$ cat config.mk
export PLATFORM = sky130hd
export DESIGN_NAME = twiddle_fetch
export DESIGN_NICKNAME = d
export VERILOG_FILES = /design/src/rtl/twiddle_fetch.sv
export SDC_FILE = /design/constraint.sdc
export NUM_CORES = 1
export LEC_CHECK = 0
export CORE_MARGIN = 2
export CORE_UTILIZATION = 31
export CTS_CLUSTER_SIZE = 24
export DETAILED_ROUTE_END_ITERATION = 10
export PLACE_DENSITY = 0.67
export SYNTH_ARGS = -nofsm -noshare
export SYNTH_HDL_FRONTEND = slang
export SYNTH_SLANG_ARGS = --single-unit
$ cat constraint.sdc
create_clock -name i_clk -period 2.7 [get_ports i_clk]
set_input_delay 0.54 -clock i_clk [delete_from_list [all_inputs] [get_ports i_clk]]
set_output_delay 0.54 -clock i_clk [all_outputs]
set_load 0.01 [all_outputs]
$ cat src/rtl/twiddle_fetch.sv
// Twiddle address generator and output register for a radix-2 FFT: walks every
// stage/butterfly pair, reads the ROM and hands words downstream over valid/ready.
module twiddle_fetch #(
  parameter int WORD_SIZE = 74,
  parameter int LOG2_N    = 8,
  parameter int MEM_SIZE  = 128,
  parameter int ADDR_SIZE = $clog2(MEM_SIZE)
) (
  input  logic                      i_clk,
  input  logic                      i_reset_n,
  input  logic                      i_start,
  output logic                      o_read_en,
  output logic [ADDR_SIZE-1:0]      o_read_addr,
  input  logic [WORD_SIZE-1:0]      i_read_data,
  output logic [WORD_SIZE-1:0]      o_twiddle,
  output logic                      o_valid,
  input  logic                      i_ready,
  output logic [$clog2(LOG2_N)-1:0] o_stage,
  output logic                      o_busy,
  output logic                      o_done
);

  localparam int SW = $clog2(LOG2_N);
  localparam logic [SW-1:0]        S_LAST = SW'(LOG2_N - 1);
  localparam logic [ADDR_SIZE-1:0] K_LAST = ADDR_SIZE'(MEM_SIZE - 1);

  typedef enum logic [1:0] {IDLE, RUN, DRAIN, DONE} state_t;

  state_t                 state_reg, state_next;
  logic                   start_reg;
  logic [SW-1:0]          s_reg, s_next;
  logic [ADDR_SIZE-1:0]   k_reg, k_next;
  logic [WORD_SIZE-1:0]   twiddle_reg;
  logic [SW-1:0]          stage_reg;
  logic                   valid_reg;

  logic                   load;
  logic                   accept;
  logic                   last_load;
  logic [ADDR_SIZE-1:0]   k_mask;
  logic [SW-1:0]          shift_amt;
  logic [ADDR_SIZE-1:0]   addr_calc;

  assign load      = (state_reg == RUN) && (!valid_reg || i_ready);
  assign accept    = valid_reg && i_ready;
  assign last_load = load && (s_reg == S_LAST) && (k_reg == K_LAST);

  // k mod 2^s: keep only the low s bits of k
  generate
    for (genvar gi = 0; gi < ADDR_SIZE; gi++) begin : g_mask
      assign k_mask[gi] = (int'(s_reg) > gi);
    end
  endgenerate

  assign shift_amt = S_LAST - s_reg;
  assign addr_calc = (k_reg & k_mask) << shift_amt;

  // State register
  always_ff @(posedge i_clk) begin
    if (!i_reset_n) begin
      state_reg <= IDLE;
    end else begin
      state_reg <= state_next;
    end
  end

  // Next-state logic
  always_comb begin
    state_next = state_reg;
    case (state_reg)
      IDLE:    if (start_reg) state_next = RUN;
      RUN:     if (last_load) state_next = DRAIN;
      DRAIN:   if (accept)    state_next = DONE;
      DONE:    state_next = IDLE;
      default: state_next = IDLE;
    endcase
  end

  // Output logic
  always_comb begin
    o_read_en   = 1'b0;
    o_read_addr = '0;
    o_busy      = (state_reg != IDLE);
    o_done      = (state_reg == DONE);
    if (load) begin
      o_read_en   = 1'b1;
      o_read_addr = addr_calc;
    end
  end

  // Stage/butterfly counters; held at zero in IDLE so a new run starts clean
  always_comb begin
    s_next = s_reg;
    k_next = k_reg;
    if (state_reg == IDLE) begin
      s_next = '0;
      k_next = '0;
    end else if (load) begin
      if (k_reg == K_LAST) begin
        k_next = '0;
        s_next = s_reg + 1'b1;
      end else begin
        k_next = k_reg + 1'b1;
      end
    end
  end

  // Start is registered, giving a two-edge latency from request to first load
  always_ff @(posedge i_clk) begin
    if (!i_reset_n) begin
      start_reg   <= 1'b0;
      s_reg       <= '0;
      k_reg       <= '0;
      twiddle_reg <= '0;
      stage_reg   <= '0;
      valid_reg   <= 1'b0;
    end else begin
      start_reg <= i_start && (state_reg == IDLE);
      s_reg     <= s_next;
      k_reg     <= k_next;
      if (load) begin
        twiddle_reg <= i_read_data;
        stage_reg   <= s_reg;
        valid_reg   <= 1'b1;
      end else if (accept) begin
        valid_reg <= 1'b0;
      end
    end
  end

  assign o_twiddle = twiddle_reg;
  assign o_stage   = stage_reg;
  assign o_valid   = valid_reg;

endmodule

=== Word-level counts from Yosys, hierarchy flattened ===
Cells that the tools add are included.

* Add/subtract/negate cells: 3
* Multiply operators: 0
* Divide/modulo/power cells: 0
* Magnitude comparators: 7
* Equality and inequality tests: 8
* Shift-type cells: 1
* Multiplexer cells: 9
* Bitwise logic cells: 2
* Reductions and logical operators: 13

{| class="wikitable"
|+ Operator list
! cell !! count
|-
| 7-bit 2-to-1 mux || 2
|-
| 3-bit greater-than comparator, second input constant || 3
|-
| 2-bit case mux with 4 select lines || 1
|-
| 7-bit by 1-bit adder with 7-bit output, second input constant || 1
|-
| 7-bit bitwise AND || 1
|-
| 7-bit == test, second input constant || 1
|-
| 7-bit by 3-bit left shift with 7-bit output || 1
|-
| 3-bit by 1-bit greater-than comparator with 1-bit output, second input constant || 2
|-
| 3-bit by 2-bit greater-than comparator with 1-bit output, second input constant || 2
|-
| 2-bit 2-to-1 mux || 3
|-
| 2-bit inequality test, second input constant || 3
|-
| 1-bit logical AND || 5
|-
| 2-bit == test, second input constant || 2
|-
| 2-bit nonzero test || 2
|-
| 3-bit by 1-bit adder with 3-bit output, second input constant || 1
|-
| 3-bit == test, second input constant || 1
|-
| 1-bit 2-to-1 mux || 3
|-
| 3-bit AND reduction || 1
|-
| 3-bit subtractor, first input constant || 1
|-
| 2-bit by 1-bit == test with 1-bit output, second input constant || 1
|-
| 2-bit zero test || 1
|-
| 2-bit AND reduction || 1
|-
| 2-bit OR reduction || 1
|-
| 1-bit zero test || 1
|-
| 2 further kinds || 2
|}

* Register bits after elaboration: 91
* Latch bits: 0
* Memory bits (writable): 0
* Memory bits (read-only): 0
* Input bits: 78
* Output and inout bits: 88
* Word-level logic and storage cells: 50
* Memories: 0

=== Depth between registers and ports, before layout ===
* Depth after elaboration: 7
* Gate-level depth with buffers: 7
* Depth with buffers taken out: 6

=== Worst setup path after synthesis ===
OpenSTA, ideal clock, no wires.

* Path kind: reg-to-output
* From: register s_reg[0]
* To: output o_read_addr[6]
* Arrival time: 1613 ps
* Required time: 2160 ps
* Path slack: 547 ps
* Stages on the path, launching flop included: 8
* Buffers on the path: 1
* Cells stage by stage: dfxtp_1 -> buf_2 -> inv_1 -> ha_1 -> inv_1 -> o211ai_1 -> mux2_2 -> o31ai_1

* Elaborated cells between the ends (all ways): 11
* Those cells by class: add/sub: 1; order compare: 7; shift: 1; mux: 1; bitwise: 1

{| class="wikitable"
|+ RTL lines
! what !! RTL line !! source
|-
| start, declared || 31 || <nowiki>logic [SW-1:0] s_reg, s_next;</nowiki>
|-
| start signal, assigned || 119 || <nowiki>s_reg <= s_next;</nowiki>
|-
| 3-bit subtractor || 55 || <nowiki>assign shift_amt = S_LAST - s_reg;</nowiki>
|-
| via shift_amt[0] || 41 || <nowiki>logic [SW-1:0] shift_amt;</nowiki>
|-
| 7-bit by 3-bit left shift with 7-bit output || 56 || <nowiki>assign addr_calc = (k_reg & k_mask) << shift_amt;</nowiki>
|-
| 7-bit 2-to-1 mux || 85 || <nowiki>if (load) begin</nowiki>
|-
| end, declared || 13 || <nowiki>output logic [ADDR_SIZE-1:0] o_read_addr,</nowiki>
|}

The timed path passes the listed nets, and every way through them passes these cells.

=== Worst setup path after layout ===
* From: register s_reg[0]
* To: output o_read_addr[5]

* Word-level cells in the longest chain between the ends: 4
* Elaborated cells between the ends (all ways): 11
* Those cells by class: add/sub: 1; order compare: 7; shift: 1; mux: 1; bitwise: 1

{| class="wikitable"
|+ Ends and longest elaborated chain
! what !! RTL line !! source
|-
| 3-bit by 1-bit greater-than comparator with 1-bit output (tied with other cells) || 51 || <nowiki>assign k_mask[gi] = (int'(s_reg) > gi);</nowiki>
|-
| 7-bit bitwise AND || 56 ||
|-
| 7-bit by 3-bit left shift with 7-bit output * || 56 ||
|-
| 7-bit 2-to-1 mux * || 85 ||
|}

Every way passes the cells marked *; elsewhere a longest branch is shown, timed or not.

==> impl_metrics.ini <==
[cts]
cts.sinks = 91
numCtsBuffers = 9
htreeDepth = 3
cts_hold_buf = 0
path_clk_slew_ns = 0.06
clockRootBuffer = clkbuf_16
clock_latency_ns = 0.34
ctsLongestPathBuffers = 2
cts_tree = built

[power_and_ir_drop]
seqPwrFrac_pct = 37.9
power_switching_w = 0.00142
power_leakage_nw = 2.10
power_w = 0.00441
ir_drop_uv = 349
combPwrFrac_pct = 33.9
swShare_pct = 32.1
clkPwrFrac_pct = 28.1
power_density_nw_per_um2 = 754
p_int_w = 0.00300

[final_layout]
largest_reg_flops = 74
fin_nets = 690
final_cell_mix = nand2_1 (167), clkdlybuf4s50_1 (156), dfxtp_1 (91)
drive_gt1_share_pct = 6.41
utilization_pct = 48.9
final_common_cell = nand2_1
area_growth_pct = 54.6
diodes = 0

[worst_setup_path]
worstPathArrival_ns = 2.07
crit_path_max_fanout = 3
rrSetupSlack_ns = 0.52
worstReg2RegStart = state_reg[1]$_SDFFE_PN0P_
cp-start-kind = register
worstReg2RegEnd = o_twiddle[17]$_SDFFE_PN0P_
r2r_cells = 8
worst-setup-path-type = reg -> out
worstPathRequired_ns = 2.16
cp-end-kind = primary output

[worst_hold_path]
worstHoldStart = o_twiddle[54]$_SDFFE_PN0P_
hp-class = reg -> reg
hold_path_end = o_twiddle[54]$_SDFFE_PN0P_
min_path_cells = 2

[yosys]
yosysWarnings = 0
synth.distinct_cells = 42
synth_area_per_cell_um2 = 8.49
netlist_instances = 446
synth-edff-count = 0
synth_top_flop_cell = dfxtp_1
synth_area_um2 = 3780
ys_seq_area_share_pct = 48.1
ys_async_sr_fraction_pct = 0
synth_seq_cells = 91
synth_fp_nets = 533

[grt]
grtUsageTotal_pct = 15.5
grt_overflow = 0
grt_max_degree = 79
grt_pass1_vias = 3341
antenna_found_initial = 0
grt_first_pass_wirelength_um = 16200

[routing]
first_iter_violations = 137
final_antenna_net_count = 0
wl_um = 10000
drc_errors = 0
post_drt_wl_per_cell_um = 13.3
dr.pass1.iters = 4
vias = 3487
vias_per_cell = 4.62

[place]
hpwl_um = 7160
portBuffers = 165
gp_congestion = 0.815

[timing]
min_period_ns = 2.61
fin_skew_ns = 0.00473
rsz0062_at_grt = false
tns_ns = 0
maxSlewHeadroom_pct = 45.7
holdWs_ns = 0.459
maxSlewViolCount = 0
worstMarginPinSlew_ns = 0.815
max_freq_mhz = 383
hold_viol = 0
fin_crit_sh_pct = 96.6
setup-violations-final = 0

[outcome]
status = finished clean

[floorplanning]
core_area_um2 = 12000
die_area_um2 = 13100
core.rowCount = 40
die_w_um = 114
io_pins = 166
die_h_um = 114
initial_core_util_pct = 31.6

[flow_run]
maxCapViolCount = 0
worst max-delay path: stages, from the launching register on:
cell and delay [ns]:
dfxtp_1 0.36, ha_1 0.18, ha_1 0.17, nor2b_1 0.06, mux4_2 0.47, a21oi_1 0.16, nor2_1 0.06, dlygate4sd2_1 0.28
how the worst max path moves through the flow:
stage,startpoint,to,slack (ns),cells after the start
floorplan,s_reg[0]$_SDFFE_PP0P_,o_read_addr[6],0.55,7
global placement,i_ready,o_read_addr[0],-0.07,7
detailed placement,i_ready,o_read_addr[0],-0.09,7
CTS,s_reg[0]$_SDFFE_PP0P_,o_read_addr[4],0.002,7
global route,s_reg[0]$_SDFFE_PP0P_,o_read_addr[6],0.01,7
finish,s_reg[0]$_SDFFE_PP0P_,o_read_addr[5],0.09,7
layout make-up:
type	count	area, um^2
timing repair buffer	175	1720
tap	147	184
clock inverter	5	52.6
multi-input combinational	317	1800
clock buffer	11	243
inverter	9	33.8
fill	1140	6110
sequential	91	1820
per-layer routing:
metal  up-vias  GRT usage, %  wire length [um]
met5         -             0                 0
met4         0          7.40               240
met3        16          4.92               729
met2       107          25.6              4870
met1      1599          18.1              4200
li1       1765             -                 -
logic make-up after synthesis:
| group | after synthesis | synth area share (%) |
|---|---|---|
| simple gates | 197 | 21.5 |
| fa+ha+maj | 9 | 2.98 |
| flops | 91 | 48.1 |
| mux | 9 | 2.74 |
| compound gates | 96 | 18.7 |
| buf+inv | 38 | 4.56 |
| xor+xnor | 6 | 1.39 |
power groups by stage:
stage	Combinational, W	Sequential [W]	Clock, W
6_report	0.00150	0.00167	0.00124
5_1_grt	0.00167	0.00170	0.00135
4_1_cts	0.00153	0.00168	0.00129
3_5_place_dp	0.00153	0.00171	0
3_3_place_gp	0.00150	0.00170	0
2_1_floorplan	0.000689	0.00180	0
stage by stage:
step	std cells	instance area (um^2)	setup WS [ns]
after floorplan	446	3780	0.547
after global placement	739	5570	-0.0720
after detailed placement	739	5570	-0.0932
after CTS	755	5860	0.00188
after global routing	755	5850	0.0110
final	755	5850	0.0924
repair_timing:
| action | CTS | global route |
|---|---|---|
| gates cloned | 0 | 0 |
| gates resized for setup | 10 | 5 |
| endpoints found under the setup margin | 7 | 3 |
| buffers inserted | 0 | 0 |
Yosys cell counts (2+ instances only):
cell / number / share of area [%]
nand2_1: 168 / 17
ha_1: 9 / 3.0
clkbuf_1: 14 / 1.4
buf_2: 13 / 1.7
nor2_1: 8 / 0.79
nand2b_1: 2 / 0.33
xnor2_1: 3 / 0.69
a21boi_0: 78 / 15
or3_1: 2 / 0.33
nand3_1: 3 / 0.40
xor2_1: 3 / 0.69
and3_1: 2 / 0.33
o211ai_1: 2 / 0.40
o21ai_0: 2 / 0.26
inv_1: 8 / 0.79
dfxtp_1: 91 / 48
a21oi_1: 7 / 0.93
mux2i_1: 7 / 1.9
No activity file was read; power rests on OpenSTA's default activity.
